File: config.mk
export PLATFORM = sky130hd
export DESIGN_NAME = bcd_entry_ctrl
export DESIGN_NICKNAME = d
export VERILOG_FILES = /design/src/rtl/bcd_entry_ctrl_pkg.sv /design/src/rtl/bcd_entry_ctrl_debounce.sv /design/src/rtl/bcd_entry_ctrl.sv
export SDC_FILE = /design/constraint.sdc
export NUM_CORES = 1
export LEC_CHECK = 0
export BUFFER_PORTS_ARGS = -buffer_cell sky130_fd_sc_hd__buf_2
export CAP_MARGIN = 40
export CORE_UTILIZATION = 35
export DETAILED_ROUTE_END_ITERATION = 7
export PLACE_DENSITY_LB_ADDON = 0.2
export SLEW_MARGIN = 15
export SYNTH_ARGS = -nofsm -noshare
export SYNTH_HDL_FRONTEND = slang
export SYNTH_SLANG_ARGS = --single-unit
File: constraint.sdc
create_clock -name clk -period 2.4 [get_ports clk]
set_clock_uncertainty 0.1 [all_clocks]
set_input_delay 0.24 -clock clk [delete_from_list [all_inputs] [get_ports clk]]
set_output_delay 0.24 -clock clk [all_outputs]
set_load 0.05 [all_outputs]
File: src/rtl/bcd_entry_ctrl_pkg.sv
// Shared types, constants and helpers for the BCD entry controller.
// Imported by the debounce sub-module and the controller top.
package bcd_entry_ctrl_pkg;

    typedef enum logic [2:0] {
        S_REF_ONES = 3'd0,
        S_REF_TENS = 3'd1,
        S_REF_HUNS = 3'd2,
        S_RD_ONES  = 3'd3,
        S_RD_TENS  = 3'd4,
        S_RD_HUNS  = 3'd5,
        S_DONE     = 3'd6
    } state_e;

    typedef struct packed {
        logic [3:0] huns;
        logic [3:0] tens;
        logic [3:0] ones;
    } bcd3_t;

    localparam logic [1:0] DIGIT_SEL_NONE = 2'd3;
    localparam int         MAX_DIGIT_DEF  = 9;

    // Counter width for a modulus, never below one bit.
    function automatic int cnt_w(input int n);
        return (n > 1) ? $clog2(n) : 1;
    endfunction

    // Digit-entry order; DONE is sticky here and left by a press.
    function automatic state_e next_state(input state_e s);
        state_e n;
        unique case (s)
            S_REF_ONES: n = S_REF_TENS;
            S_REF_TENS: n = S_REF_HUNS;
            S_REF_HUNS: n = S_RD_ONES;
            S_RD_ONES:  n = S_RD_TENS;
            S_RD_TENS:  n = S_RD_HUNS;
            S_RD_HUNS:  n = S_DONE;
            default:    n = S_DONE;
        endcase
        return n;
    endfunction

    // Which display digit is currently being entered.
    function automatic logic [1:0] sel_of(input state_e s);
        logic [1:0] v;
        unique case (s)
            S_REF_ONES, S_RD_ONES: v = 2'd0;
            S_REF_TENS, S_RD_TENS: v = 2'd1;
            S_REF_HUNS, S_RD_HUNS: v = 2'd2;
            default:               v = DIGIT_SEL_NONE;
        endcase
        return v;
    endfunction

    // High once the reference number is complete.
    function automatic logic is_rd(input state_e s);
        logic v;
        unique case (s)
            S_REF_ONES, S_REF_TENS, S_REF_HUNS: v = 1'b0;
            default:                            v = 1'b1;
        endcase
        return v;
    endfunction

endpackage

File: src/rtl/bcd_entry_ctrl_debounce.sv
// Button synchronizer and debouncer; emits a one-cycle press pulse
// on every debounced rising edge of the raw button.
module bcd_entry_ctrl_debounce
    import bcd_entry_ctrl_pkg::*;
#(
    parameter int DEBOUNCE_CYCLES = 1_000_000
) (
    input  logic clk,
    input  logic rst,
    input  logic btn,
    output logic press
);

    localparam int CW = cnt_w(DEBOUNCE_CYCLES);
    localparam logic [CW-1:0] CNT_LAST =
        CW'(DEBOUNCE_CYCLES - 1);

    logic          sync1_q;
    logic          sync2_q;
    logic          level_q;
    logic          level_d;
    logic          press_q;
    logic          press_d;
    logic [CW-1:0] cnt_q;
    logic [CW-1:0] cnt_d;

    // Count cycles of disagreement; flip the level once it has held.
    always_comb begin
        cnt_d   = cnt_q;
        level_d = level_q;
        press_d = 1'b0;
        if (sync2_q == level_q) begin
            cnt_d = '0;
        end else if (cnt_q == CNT_LAST) begin
            cnt_d   = '0;
            level_d = sync2_q;
            press_d = sync2_q;
        end else begin
            cnt_d = cnt_q + CW'(1);
        end
    end

    // Synchronizer, debounced level, counter and press pulse.
    always_ff @(posedge clk) begin
        if (rst) begin
            sync1_q <= 1'b0;
            sync2_q <= 1'b0;
            level_q <= 1'b0;
            press_q <= 1'b0;
            cnt_q   <= '0;
        end else begin
            sync1_q <= btn;
            sync2_q <= sync1_q;
            level_q <= level_d;
            press_q <= press_d;
            cnt_q   <= cnt_d;
        end
    end

    assign press = press_q;

endmodule

File: src/rtl/bcd_entry_ctrl.sv
// Operator entry of a 3-digit reference and a signed 3-digit reading,
// one digit per debounced press, with blink and compare strobe.
module bcd_entry_ctrl
    import bcd_entry_ctrl_pkg::*;
#(
    parameter int DEBOUNCE_CYCLES = 1_000_000,
    parameter int BLINK_HALF      = 25_000_000,
    parameter int MAX_DIGIT       = MAX_DIGIT_DEF
) (
    input  logic       clk,
    input  logic       rst,
    input  logic       btn,
    input  logic [3:0] digit_in,
    input  logic       sign_sw,
    output logic [3:0] ref_ones,
    output logic [3:0] ref_tens,
    output logic [3:0] ref_huns,
    output logic [3:0] rd_ones,
    output logic [3:0] rd_tens,
    output logic [3:0] rd_huns,
    output logic       rd_sign,
    output logic       phase,
    output logic [1:0] digit_sel,
    output logic       blink,
    output logic       cmp_start,
    output logic       err_digit,
    output logic       done
);

    localparam int BW = cnt_w(BLINK_HALF);
    localparam logic [BW-1:0] BLINK_LAST =
        BW'(BLINK_HALF - 1);
    localparam logic [3:0] DMAX = 4'(MAX_DIGIT);

    logic          press;
    logic          press_ok;

    state_e        state_q;
    state_e        state_d;
    bcd3_t         ref_q;
    bcd3_t         ref_d;
    bcd3_t         rd_q;
    bcd3_t         rd_d;
    logic          sign_q;
    logic          sign_d;
    logic          err_q;
    logic          err_d;
    logic          cmp_q;
    logic          cmp_d;
    logic          blink_q;
    logic          blink_d;
    logic [BW-1:0] blink_cnt_q;
    logic [BW-1:0] blink_cnt_d;

    bcd_entry_ctrl_debounce #(
        .DEBOUNCE_CYCLES(DEBOUNCE_CYCLES)
    ) u_debounce (
        .clk  (clk),
        .rst  (rst),
        .btn  (btn),
        .press(press)
    );

    // Next state and digit commits for each accepted press.
    always_comb begin
        state_d  = state_q;
        ref_d    = ref_q;
        rd_d     = rd_q;
        sign_d   = sign_q;
        err_d    = 1'b0;
        press_ok = 1'b0;
        if (press) begin
            if (state_q == S_DONE) begin
                rd_d     = '0;
                sign_d   = 1'b0;
                state_d  = S_RD_ONES;
                press_ok = 1'b1;
            end else if (digit_in > DMAX) begin
                err_d = 1'b1;
            end else begin
                press_ok = 1'b1;
                state_d  = next_state(state_q);
                unique case (state_q)
                    S_REF_ONES: ref_d.ones = digit_in;
                    S_REF_TENS: ref_d.tens = digit_in;
                    S_REF_HUNS: ref_d.huns = digit_in;
                    S_RD_ONES:  rd_d.ones  = digit_in;
                    S_RD_TENS:  rd_d.tens  = digit_in;
                    S_RD_HUNS: begin
                        rd_d.huns = digit_in;
                        sign_d    = sign_sw;
                    end
                    default: ;
                endcase
            end
        end
        cmp_d = (state_q != S_DONE) && (state_d == S_DONE);
    end

    // Blink restarts high on a press or in DONE, else free-runs.
    always_comb begin
        blink_d     = blink_q;
        blink_cnt_d = blink_cnt_q;
        if (press_ok || state_d == S_DONE) begin
            blink_d     = 1'b1;
            blink_cnt_d = '0;
        end else if (blink_cnt_q == BLINK_LAST) begin
            blink_d     = ~blink_q;
            blink_cnt_d = '0;
        end else begin
            blink_cnt_d = blink_cnt_q + BW'(1);
        end
    end

    // State, digit registers, strobes and blink.
    always_ff @(posedge clk) begin
        if (rst) begin
            state_q     <= S_REF_ONES;
            ref_q       <= '0;
            rd_q        <= '0;
            sign_q      <= 1'b0;
            err_q       <= 1'b0;
            cmp_q       <= 1'b0;
            blink_q     <= 1'b1;
            blink_cnt_q <= '0;
        end else begin
            state_q     <= state_d;
            ref_q       <= ref_d;
            rd_q        <= rd_d;
            sign_q      <= sign_d;
            err_q       <= err_d;
            cmp_q       <= cmp_d;
            blink_q     <= blink_d;
            blink_cnt_q <= blink_cnt_d;
        end
    end

    assign ref_ones  = ref_q.ones;
    assign ref_tens  = ref_q.tens;
    assign ref_huns  = ref_q.huns;
    assign rd_ones   = rd_q.ones;
    assign rd_tens   = rd_q.tens;
    assign rd_huns   = rd_q.huns;
    assign rd_sign   = sign_q;
    assign phase     = is_rd(state_q);
    assign digit_sel = sel_of(state_q);
    assign blink     = blink_q;
    assign cmp_start = cmp_q;
    assign err_digit = err_q;
    assign done      = (state_q == S_DONE);

endmodule

==> impl_table.tex, run 1 <==
\begin{tabular}{lr}
\hline
Metric & Value \\
\hline
\multicolumn{2}{l}{\textbf{Logic synthesis}} \\
\quad Number of distinct library cells after synthesis & 40 \\
\quad Count of yosys warnings during synthesis & 0 \\
\quad Area leader, netlist & dfxtp\_1 \\
\quad Proportion of register bits with asynchronous set or reset after synthesis & 0\% \\
\quad Commonest cells post-synth & dfxtp\_1 (80), nor2\_1 (73), xor2\_1 (28) \\
\quad Cell with the most instances after synthesis & dfxtp\_1 \\
\quad Synthesized area per cell & 9.13 um2 \\
\quad Synth top area share & 47.8\% \\
\quad Most area-consuming cells after synthesis & dfxtp\_1 (48\%), nor2\_1 (8.2\%), xor2\_1 (7.3\%) \\
\quad Total standard cell area after synthesis & 0.00335 mm2 \\
\quad Post-synthesis instance total & 367 \\
\quad Yosys reg bits & 80 \\
\quad Most used DFF post-synth & dfxtp\_1 \\
\quad Post-synth EDFFs & 0 \\
\quad Portion of the post-synthesis area used by sequential elements & 47.8\% \\
\quad Synthesized Nets & 377 \\
\multicolumn{2}{l}{\textbf{Pwr}} \\
\quad Leakage power total & 1.62 nW \\
\quad Combinational share of power & 2.3\% \\
\quad Internal power contribution & 2.07 mW \\
\quad P\_sw & 0.514 mW \\
\quad Switching portion of total power & 19.9\% \\
\quad Reg power frac & 51.8\% \\
\quad Clk pwr share & 45.9\% \\
\quad Max IR drop VDD & 0.347 mV \\
\quad Power density cells & 654 mW/mm2 \\
\multicolumn{2}{l}{\textbf{Critical path}} \\
\quad Data arrival time at the worst-slack endpoint & 2.25 ns \\
\quad Endpoint kind of the worst setup timing path & flip-flop \\
\quad CP required & 2.52 ns \\
\quad Element type at the critical path start & flip-flop \\
\quad Maximum fanout along the worst path & 12 \\
\quad Worst setup path category & reg -> reg \\
\multicolumn{2}{l}{\textbf{GRT}} \\
\quad Remaining global-route overflow & 0 \\
\quad Largest net degree at the start of global routing & 22 \\
\quad Vias in the first global route & 2442 \\
\quad Initial antenna violation count & 0 \\
\quad Combined global-route utilization of all metal layers & 14.3\% \\
\quad First-pass GRT wire length & 11.4 mm \\
\multicolumn{2}{l}{\textbf{Drt}} \\
\quad Total via count in the routed design & 2540 \\
\quad Total iterations of the first detailed-routing run & 4 \\
\quad Remaining antenna violation count after routing & 0 \\
\quad Routed wire per std cell & 11.9 um \\
\quad Mean number of vias per cell & 4.64 \\
\quad DRC violations left & 0 \\
\quad Count of routing violations after the opening detailed-route iteration & 91 \\
\quad Total length of routed wires & 6.51 mm \\
\multicolumn{2}{l}{\textbf{STA}} \\
\quad Fin Hold WS & 0.0181 ns \\
\quad RSZ-0062 raised after global routing & no \\
\quad Share of the clock period used by the worst path after layout & 88.7\% \\
\quad Clock period minus worst slack & 2.13 ns \\
\quad Headroom to the max-slew limit & 49.3\% \\
\quad Setup TNS & 0 ns \\
\quad Number of endpoints failing setup at the final stage & 0 \\
\quad Slew @ Worst Pin & 0.755 ns \\
\quad Final number of max-transition violations & 0 \\
\quad Final Hold Violating Endpoints & 0 \\
\quad Max Clk Rate & 0.470 GHz \\
\multicolumn{2}{l}{\textbf{Clock network}} \\
\quad Number of buffers created by CTS & 9 \\
\quad Worst-skew pair later-pin latency & 0.34 ns \\
\quad Clock tree from TritonCTS & done \\
\quad Maximum clock path buffer count & 2 \\
\quad Clock Tree Root & clkbuf\_8 \\
\quad Hold buffer count at cts & 0 \\
\quad Sink count of the clock tree & 80 \\
\quad Clk slew on worst S/H paths & 0.08 ns \\
\quad Cells resized by post-CTS repair & 0 \\
\quad Number of buffers inserted by post-CTS setup repair & 0 \\
\quad H-tree level count & 3 \\
\multicolumn{2}{l}{\textbf{Layout}} \\
\quad P\&R area growth vs syn & 18.0\% \\
\quad Nets & 424 \\
\quad Share of final-layout standard cells stronger than drive strength 1 & 16.7\% \\
\quad End-of-flow core utilization & 42.8\% \\
\quad Count of inserted antenna diode cells & 0 \\
\multicolumn{2}{l}{\textbf{Die}} \\
\quad Die height & 99.8 um \\
\quad Starting density of the core & 36.2\% \\
\quad Cell Rows & 35 \\
\quad Die width & 99.8 um \\
\quad Core footprint & 0.00924 mm2 \\
\quad Full die area & 0.00997 mm2 \\
\quad Number of ports placed on the die boundary & 40 \\
\multicolumn{2}{l}{\textbf{Flow run}} \\
\quad Count of maximum capacitance violations & 0 \\
\multicolumn{2}{l}{\textbf{Min path}} \\
\quad Hold Crit Class & in -> reg \\
\multicolumn{2}{l}{\textbf{Outcome}} \\
\quad Run status & complete, no violations \\
\multicolumn{2}{l}{\textbf{Placed design}} \\
\quad HPWL reported at the end of detailed placement & 4.63 mm \\
\quad Number of buffer cells added on primary ports & 39 \\
\quad RD Place Congestion & 0.730 \\
\hline
\end{tabular}
[per-layer routing]
| layer | track usage [%] | vias to the layer above | part of all wire, % |
|---|---|---|---|
| li1 | - | 1330 | - |
| met1 | 18.8 | 1176 | 50 |
| met2 | 22.1 | 28 | 46 |
| met3 | 4.81 | 6 | 3.1 |
| met4 | 4.30 | 0 | 1.1 |
| met5 | 0 | - | 0 |
[state kept, by name (all words and copies together), names as in the netlist]
register,cells
state_q,3
rd_huns,4
blink,1
blink_cnt_q,25
u_debounce.press,1
u_debounce.cnt_q,20
u_debounce.sync2_q,1
ref_tens,4
u_debounce.sync1_q,1
ref_huns,4
ref_ones,4
rd_ones,4
rd_sign,1
err_digit,1
cmp_start,1
u_debounce.level_q,1
rd_tens,4
[final cells by class]
cell class	instances	area, um2
fillers	943	5290
multi-input cells	269	1650
flip-flops and latches	80	1600
repair buffers	48	275
well taps	129	161
clock buffers	11	141
clock inverters	5	104
inverters	6	22.5
[stage by stage]
| stage | cell area, um2 | setup WS [ns] | cells | power, mW |
|---|---|---|---|---|
| after global routing | 3950 | 0.0982 | 548 | 2.70 |
| final | 3950 | 0.270 | 548 | 2.59 |
| after floorplan | 3350 | 0.516 | 367 | 1.41 |
| after CTS | 3950 | 0.262 | 548 | 2.63 |
| after detailed placement | 3710 | 0.285 | 532 | 1.43 |
| after global placement | 3710 | 0.340 | 532 | 1.43 |
[cells by family (layout without fill, tap and decap cells)]
logic type,Yosys count,count (layout),share of synthesized area (%)
buffers and inverters,18,70,2.99
DFF,80,80,47.8
and+or+nand+nor,187,187,27.8
adders and majority gates,2,2,0.747
xor gates and xnor gates,44,44,11.5
AOI/OAI and AO/OA,14,14,2.58
muxes,22,22,6.57
[worst max-delay path, cell delays in order (launching register included)]
cell and delay (ns):
dfxtp_1 0.45, ha_1 0.29, nand2_1 0.19, nor4_2 0.36
nand2b_1 0.31, buf_4 0.25, nor2_1 0.06
[power by group through the flow]
stage	Clock, mW	Sequential [mW]	Combinational, mW
finish	1.19	1.34	0.0586
global placement	0	1.37	0.0590
detailed placement	0	1.37	0.0591
global route	1.29	1.34	0.0665
floorplan	0	1.37	0.0395
CTS	1.23	1.34	0.0593
[cells in the final DEF, fill, tap and decap left out, types with 4 or more instances in the layout]
cell	netlist	layout
inv_1	6	6
clkbuf_8	0	10
xnor2_1	16	16
nand2b_1	5	5
and2_1	6	6
nor2_1	73	73
xor2_1	28	28
o21ai_0	4	4
nor3_1	9	9
buf_4	0	8
nand3_1	26	26
nand2_1	23	23
buf_2	2	39
and3_1	8	8
nand4_1	13	13
dfxtp_1	80	80
mux2i_1	22	22
[path summary, 6_finish.rpt]
path,startpoint,to,slack [ns],cells past startpoint
max,blink_cnt_q[0]$_SDFF_PP0_,blink_cnt_q[6]$_SDFF_PP0_,0.27,6
min,btn,u_debounce.sync1_q$_SDFF_PP0_,0.02,2
max reg2reg,blink_cnt_q[0]$_SDFF_PP0_,blink_cnt_q[6]$_SDFF_PP0_,0.27,6
min reg2reg,u_debounce.sync1_q$_SDFF_PP0_,u_debounce.sync2_q$_SDFF_PP0_,0.36,1
Power figures use the tool's default switching activity.
==> run 2: changes to the inputs <==
Settings changed: CORE_MARGIN set to 2.
==> run 2 against run 1 <==
  * Global-route usage fell by 0.47 points
  * Setup slack improved by 0.077 ns
  * Flip-flop and latch count is the same
  * Clock power shrank 21%
  * Register-to-register slack improved by 0.08 ns
  * Critical endpoint is now blink_cnt_q[18]$_SDFF_PP0_
  * Largest cell class unchanged
==> impl_table.tex, run 2 (synthesis results as in run 1) <==
\begin{tabular}{lr}
\hline
Metric & Value \\
\hline
\multicolumn{2}{l}{\textbf{Critical path}} \\
\quad Critical R2R Capture & blink\_cnt\_q[18]\$\_SDFF\_PP0\_ \\
\quad Max stage delay on crit path & 0.54 ns (+0.09 ns) \\
\quad Data arrival time at the worst-slack endpoint & 2.20 ns (-0.05 ns) \\
\quad Crit. Startpoint & blink\_cnt\_q[19]\$\_SDFF\_PP0\_ \\
\quad Maximum fanout along the worst path & 20 (+8) \\
\quad Element type at the critical path start & flip-flop \\
\quad CP required & 2.55 ns (+0.03 ns) \\
\quad Endpoint kind of the worst setup timing path & flip-flop \\
\quad Reg2Reg Depth & 6 (unchanged) \\
\quad CP max stage cell & or4b\_1 \\
\quad Worst R2R Setup Slack & 0.35 ns (+0.08 ns) \\
\quad Critical register-to-register path startpoint & blink\_cnt\_q[19]\$\_SDFF\_PP0\_ \\
\quad Worst setup path category & reg -> reg \\
\quad Cell chain of the critical path & nand4\_1 > or4b\_1 > nor4\_2 > nand2b\_1 > buf\_12 > nor2\_1 \\
\quad Capturing element of the worst setup path & blink\_cnt\_q[18]\$\_SDFF\_PP0\_ \\
\multicolumn{2}{l}{\textbf{Layout}} \\
\quad Top library cells by usage in the layout, fill and taps aside & dfxtp\_1 (80), nor2\_1 (73), buf\_2 (39) \\
\quad Regs by FF count & blink\_cnt\_q: 25 flops, u\_debounce.cnt\_q: 20 flops \\
\quad P\&R area growth vs syn & 17.2\% \\
\quad End-of-flow core utilization & 42.3\% (-0.51 points) \\
\quad Register with the most flip-flops & blink\_cnt\_q \\
\quad Share of final-layout standard cells stronger than drive strength 1 & 17.1\% (+0.40 points) \\
\quad Count of inserted antenna diode cells & 0 (unchanged) \\
\quad Number of flip-flops in the largest register & 25 (unchanged) \\
\quad Nets & 426 (+0.47\%) \\
\quad Commonest non-fill, non-tap cell in the layout & dfxtp\_1 \\
\multicolumn{2}{l}{\textbf{Drt}} \\
\quad Total iterations of the first detailed-routing run & 4 (unchanged) \\
\quad Count of routing violations after the opening detailed-route iteration & 143 (+57\%) \\
\quad Total length of routed wires & 6.67 mm (+2.5\%) \\
\quad Total via count in the routed design & 2555 (+0.59\%) \\
\quad Remaining antenna violation count after routing & 0 (unchanged) \\
\quad Routed wire per std cell & 12.1 um (+2.1\%) \\
\quad Mean number of vias per cell & 4.65 (+0.22\%) \\
\quad DRC violations left & 0 (unchanged) \\
\multicolumn{2}{l}{\textbf{Clock network}} \\
\quad Hold buffer count at cts & 1 (+1) \\
\quad Clock tree from TritonCTS & done \\
\quad H-tree level count & 3 (unchanged) \\
\quad Cells resized by post-CTS repair & 0 (unchanged) \\
\quad Clock Tree Root & clkbuf\_8 \\
\quad Sink count of the clock tree & 80 (unchanged) \\
\quad Worst-skew pair later-pin latency & 0.35 ns (about the same) \\
\quad Number of buffers created by CTS & 9 (unchanged) \\
\quad Clk slew on worst S/H paths & 0.08 ns (about the same) \\
\quad Maximum clock path buffer count & 2 (unchanged) \\
\quad Number of buffers inserted by post-CTS setup repair & 0 (unchanged) \\
\multicolumn{2}{l}{\textbf{STA}} \\
\quad Final number of max-transition violations & 0 (unchanged) \\
\quad Share of the clock period used by the worst path after layout & 85.5\% (-3.2 points) \\
\quad Slew @ Worst Pin & 0.618 ns (-0.137 ns) \\
\quad Max Clk Rate & 0.487 GHz (+3.8\%) \\
\quad Headroom to the max-slew limit & 58.5\% (+9.2 points) \\
\quad Setup TNS & 0 ns (unchanged) \\
\quad Clock period minus worst slack & 2.05 ns (-0.0773 ns) \\
\quad Number of endpoints failing setup at the final stage & 0 (unchanged) \\
\quad Final Hold Violating Endpoints & 0 (unchanged) \\
\quad RSZ-0062 raised after global routing & no \\
\multicolumn{2}{l}{\textbf{GRT}} \\
\quad Combined global-route utilization of all metal layers & 13.8\% (-0.47 points) \\
\quad Initial antenna violation count & 0 (unchanged) \\
\quad Remaining global-route overflow & 0 (unchanged) \\
\quad Vias in the first global route & 2318 (-5.1\%) \\
\quad Largest net degree at the start of global routing & 21 (-4.5\%) \\
\quad First-pass GRT wire length & 11.2 mm (-1.8\%) \\
\multicolumn{2}{l}{\textbf{Min path}} \\
\quad Hold Crit Class & in -> reg \\
\quad Launch point of the worst hold path & sign\_sw \\
\quad Worst hold path cell count & 3 (+1) \\
\multicolumn{2}{l}{\textbf{Die}} \\
\quad Number of ports placed on the die boundary & 40 (unchanged) \\
\quad Full die area & 0.0104 mm2 (+4.0\%) \\
\quad Die width & 102 um (+2.0\%) \\
\quad Cell Rows & 35 (unchanged) \\
\quad Die height & 102 um (+2.0\%) \\
\quad Starting density of the core & 36.1\% (-0.17 points) \\
\quad Core footprint & 0.00928 mm2 (+0.47\%) \\
\multicolumn{2}{l}{\textbf{Pwr}} \\
\quad Leakage power total & 1.61 nW (-0.76\%) \\
\quad Power density cells & 599 mW/mm2 (-8.5\%) \\
\quad Reg power frac & 57.0\% (+5.2 points) \\
\quad P\_sw & 0.594 mW (+16\%) \\
\quad Internal power contribution & 1.76 mW (-15\%) \\
\quad Clk pwr share & 40.3\% (-5.6 points) \\
\quad Switching portion of total power & 25.3\% (+5.4 points) \\
\quad Max IR drop VDD & 0.337 mV (-2.9\%) \\
\quad Combinational share of power & 2.8\% (+0.5 points) \\
\multicolumn{2}{l}{\textbf{Placed design}} \\
\quad RD Place Congestion & 0.748 (+2.4\%) \\
\quad HPWL reported at the end of detailed placement & 4.60 mm (-0.61\%) \\
\quad Number of buffer cells added on primary ports & 39 (unchanged) \\
\multicolumn{2}{l}{\textbf{Outcome}} \\
\quad Run status & complete, no violations \\
\multicolumn{2}{l}{\textbf{Flow run}} \\
\quad Count of maximum capacitance violations & 0 (unchanged) \\
\hline
\end{tabular}
run 2: cell count changes in the layout (fill, tap and decap cells not counted), sizes merged:
cell         delta
buf             +1
bufinv          -3
clkbuf          -2
clkinv          +1
dlygate4sd3     +1
inv             +4
run 2: layer usage:
metal	vias up	global-route usage (%)	wire length, um
met2	40	20.1	2950
li1	1338	-	-
met5	-	0	0
met4	0	4.31	84
met3	9	5.75	337
met1	1168	18.7	3300
run 2: power by group through the flow:
stage                     Clock (mW)  Sequential [mW]  Combinational (mW)
final                          0.946             1.34              0.0647
after global routing            1.04             1.34              0.0729
after CTS                      0.986             1.34              0.0655
after detailed placement           0             1.37              0.0641
after global placement             0             1.37              0.0635
after floorplan                    0             1.37              0.0395
run 2: worst max-delay path, delay by kind of cell, from the launching register on:
family	cells	cell delay [ns]
buf+inv	1	0.19
flops	1	0.41
simple gates	5	1.23
run 2: final cells by class:
type / count / area, um2
multi-input combinational: 269 / 1650
clock buffer: 9 / 124
clock inverter: 7 / 62.6
tap: 129 / 161
inverter: 6 / 22.5
fill: 967 / 5360
timing repair buffer: 50 / 305
sequential: 80 / 1600
run 2: worst min-delay path by stage:
stage / to
2_1_floorplan: u_debounce.sync1_q$_SDFF_PP0_
6_report: rd_sign$_SDFFE_PP0P_
4_1_cts: rd_sign$_SDFFE_PP0P_
3_5_place_dp: u_debounce.sync2_q$_SDFF_PP0_
3_3_place_gp: u_debounce.sync2_q$_SDFF_PP0_
5_1_grt: rd_sign$_SDFFE_PP0P_
run 2: stage by stage:
stage | std cells | instance area (um2) | power, mW | setup WS, ns | hold WS (ns)
after CTS | 550 | 3930 | 2.39 | 0.304 | 0.0202
after global placement | 533 | 3730 | 1.43 | 0.403 | 0.336
after detailed placement | 533 | 3730 | 1.43 | 0.310 | 0.332
after floorplan | 367 | 3350 | 1.41 | 0.516 | 0.268
after global routing | 550 | 3930 | 2.46 | 0.155 | 0.00785
final | 550 | 3930 | 2.35 | 0.347 | 0.0394
==> run 3: changes to the inputs <==
Settings changed: GPL_TIMING_DRIVEN set to 0.
Clock period 2.4 ns to 2.19 ns, I/O delays scaled along.
==> run 3 against run 2 <==
  * Clock-buffer cell count up 1
  * Non-clock buffer count grew 2
  * Setup slack lost 0.21 ns
  * Critical endpoint is now blink_cnt_q[13]$_SDFF_PP0_
==> impl_table.tex, run 3 (synthesis results as in run 1) <==
\begin{tabular}{lr}
\hline
Metric & Value \\
\hline
\multicolumn{2}{l}{\textbf{Die}} \\
\quad Core footprint & 0.00928 mm2 (unchanged) \\
\quad Cell Rows & 35 (unchanged) \\
\quad Starting density of the core & 36.1\% (unchanged) \\
\quad Die height & 102 um (unchanged) \\
\quad Number of ports placed on the die boundary & 40 (unchanged) \\
\quad Full die area & 0.0104 mm2 (unchanged) \\
\quad Die width & 102 um (unchanged) \\
\multicolumn{2}{l}{\textbf{Layout}} \\
\quad End-of-flow core utilization & 42.5\% (+0.26 points) \\
\quad Top library cells by usage in the layout, fill and taps aside & dfxtp\_1 (79), nor2\_1 (73), buf\_2 (41) \\
\quad Share of final-layout standard cells stronger than drive strength 1 & 16.3\% (-0.79 points) \\
\quad Register with the most flip-flops & blink\_cnt\_q \\
\quad Regs by FF count & blink\_cnt\_q: 25 flops, u\_debounce.cnt\_q: 20 flops \\
\quad Number of flip-flops in the largest register & 25 (unchanged) \\
\quad Nets & 428 (+0.47\%) \\
\quad P\&R area growth vs syn & 17.9\% \\
\quad Commonest non-fill, non-tap cell in the layout & dfxtp\_1 \\
\quad Count of inserted antenna diode cells & 0 (unchanged) \\
\quad Final cell count without fillers & 552 (+0.36\%) \\
\multicolumn{2}{l}{\textbf{GRT}} \\
\quad Initial antenna violation count & 0 (unchanged) \\
\quad Largest net degree at the start of global routing & 15 (-29\%) \\
\quad First-pass GRT wire length & 11.9 mm (+5.7\%) \\
\quad Remaining global-route overflow & 0 (unchanged) \\
\quad Combined global-route utilization of all metal layers & 14.4\% (+0.60 points) \\
\quad Vias in the first global route & 2625 (+13\%) \\
\multicolumn{2}{l}{\textbf{Clock network}} \\
\quad Clock Tree Root & clkbuf\_8 \\
\quad Sink count of the clock tree & 80 (unchanged) \\
\quad H-tree level count & 3 (unchanged) \\
\quad Number of buffers created by CTS & 9 (unchanged) \\
\quad Maximum clock path buffer count & 2 (unchanged) \\
\quad Worst-skew pair later-pin latency & 0.34 ns (about the same) \\
\quad Clk slew on worst S/H paths & 0.08 ns (about the same) \\
\quad Clock tree from TritonCTS & done \\
\multicolumn{2}{l}{\textbf{Drt}} \\
\quad DRC violations left & 0 (unchanged) \\
\quad Remaining antenna violation count after routing & 0 (unchanged) \\
\quad Routed wire per std cell & 12.2 um (+0.74\%) \\
\quad Total iterations of the first detailed-routing run & 4 (unchanged) \\
\quad Count of routing violations after the opening detailed-route iteration & 177 (+24\%) \\
\quad Total via count in the routed design & 2607 (+2.0\%) \\
\quad Mean number of vias per cell & 4.72 (+1.7\%) \\
\quad Total length of routed wires & 6.74 mm (+1.1\%) \\
\multicolumn{2}{l}{\textbf{Critical path}} \\
\quad CP required & 2.33 ns (-0.22 ns) \\
\quad Critical register-to-register path startpoint & blink\_cnt\_q[19]\$\_SDFF\_PP0\_ \\
\quad Worst setup path category & reg -> reg \\
\quad Element type at the critical path start & flip-flop \\
\quad Data arrival time at the worst-slack endpoint & 2.19 ns (about the same) \\
\quad Endpoint kind of the worst setup timing path & flip-flop \\
\quad Crit. Startpoint & blink\_cnt\_q[19]\$\_SDFF\_PP0\_ \\
\quad Worst R2R Setup Slack & 0.14 ns (-0.21 ns) \\
\quad Maximum fanout along the worst path & 10 (-50\%) \\
\multicolumn{2}{l}{\textbf{Min path}} \\
\quad Launch point of the worst hold path & sign\_sw \\
\quad Hold Crit Class & in -> reg \\
\multicolumn{2}{l}{\textbf{Placed design}} \\
\quad RD Place Congestion & 0.770 (+3.0\%) \\
\quad HPWL reported at the end of detailed placement & 4.81 mm (+4.7\%) \\
\quad Number of cells in the design after placement & 535 (+0.38\%) \\
\quad Number of buffer cells added on primary ports & 39 (unchanged) \\
\multicolumn{2}{l}{\textbf{Flow run}} \\
\quad Count of maximum capacitance violations & 0 (unchanged) \\
\multicolumn{2}{l}{\textbf{STA}} \\
\quad RSZ-0062 raised after global routing & no \\
\quad Final number of max-transition violations & 0 (unchanged) \\
\quad Number of endpoints failing setup at the final stage & 0 (unchanged) \\
\quad Headroom to the max-slew limit & 46.9\% (-12 points) \\
\quad Share of the clock period used by the worst path after layout & 93.7\% (+8.2 points) \\
\quad Setup TNS & 0 ns (unchanged) \\
\quad Slew @ Worst Pin & 0.790 ns (+0.172 ns) \\
\quad Max Clk Rate & 0.487 GHz (about the same) \\
\quad Final Hold Violating Endpoints & 0 (unchanged) \\
\quad Clock period minus worst slack & 2.05 ns (+0.0000450 ns) \\
\multicolumn{2}{l}{\textbf{Pwr}} \\
\quad Max IR drop VDD & 0.293 mV (-13\%) \\
\quad Leakage power total & 1.60 nW (-0.25\%) \\
\quad Power, Total & 2.76 mW (+17\%) \\
\quad Power density cells & 698 mW/mm2 (+17\%) \\
\multicolumn{2}{l}{\textbf{Outcome}} \\
\quad Run status & complete, no violations \\
\hline
\end{tabular}
run 3: where the power goes:
part	switching [mW]	leakage (nW)	internal [mW]	total (mW)
combinational	0.0446	0.842	0.0256	0.0702
clock	0.537	0.117	0.679	1.22
sequential	0.00945	0.645	1.46	1.47
total	0.591	1.60	2.17	2.76
run 3: worst paths after layout:
check                                   to  cells past startpoint
min reg2reg  u_debounce.sync2_q$_SDFF_PP0_                      1
max             blink_cnt_q[13]$_SDFF_PP0_                      7
min                   rd_sign$_SDFFE_PP0P_                      3
max reg2reg     blink_cnt_q[13]$_SDFF_PP0_                      7
run 3: per-layer routing:
layer	global-route usage [%]	share of wire [%]
met1	19.2	49
met2	22.1	45
met3	3.28	4.2
met4	6.97	1.9
met5	0	0
run 3: layout make-up:
cell class | instances | area, um2
fillers | 979 | 5340
clock buffers | 10 | 138
well taps | 129 | 161
repair buffers | 40 | 205
clock inverters | 6 | 91.3
plain buffers | 12 | 77.6
multi-input cells | 269 | 1650
flip-flops and latches | 80 | 1600
inverters | 6 | 22.5
run 3: worst max-delay path, cell delays in order, from the launching register on:
cell and delay (ns):
dfxtp_1 0.42, nand4_1 0.13, or4b_1 0.56, nor4_2 0.24, nand2b_1 0.17, buf_6 0.13, buf_8 0.13, nor2_1 0.05
run 3: timing repair:
item | 4_1_cts | 5_1_grt
buffers inserted | 0 | 0
endpoints found under the setup margin | 0 | 23
resized for setup | 0 | 2
endpoints found under the hold margin | 1 | 0
hold buffers | 1 | 0
run 3: per-stage QoR:
stage / worst slack, ns / hold WS [ns] / area [um2]
global placement: 0.0969 / 0.337 / 3710
floorplan: 0.306 / 0.247 / 3350
global route: 0.00510 / 0.0296 / 3950
finish: 0.137 / 0.0352 / 3950
detailed placement: 0.107 / 0.330 / 3710
CTS: 0.0958 / 0.0182 / 3950
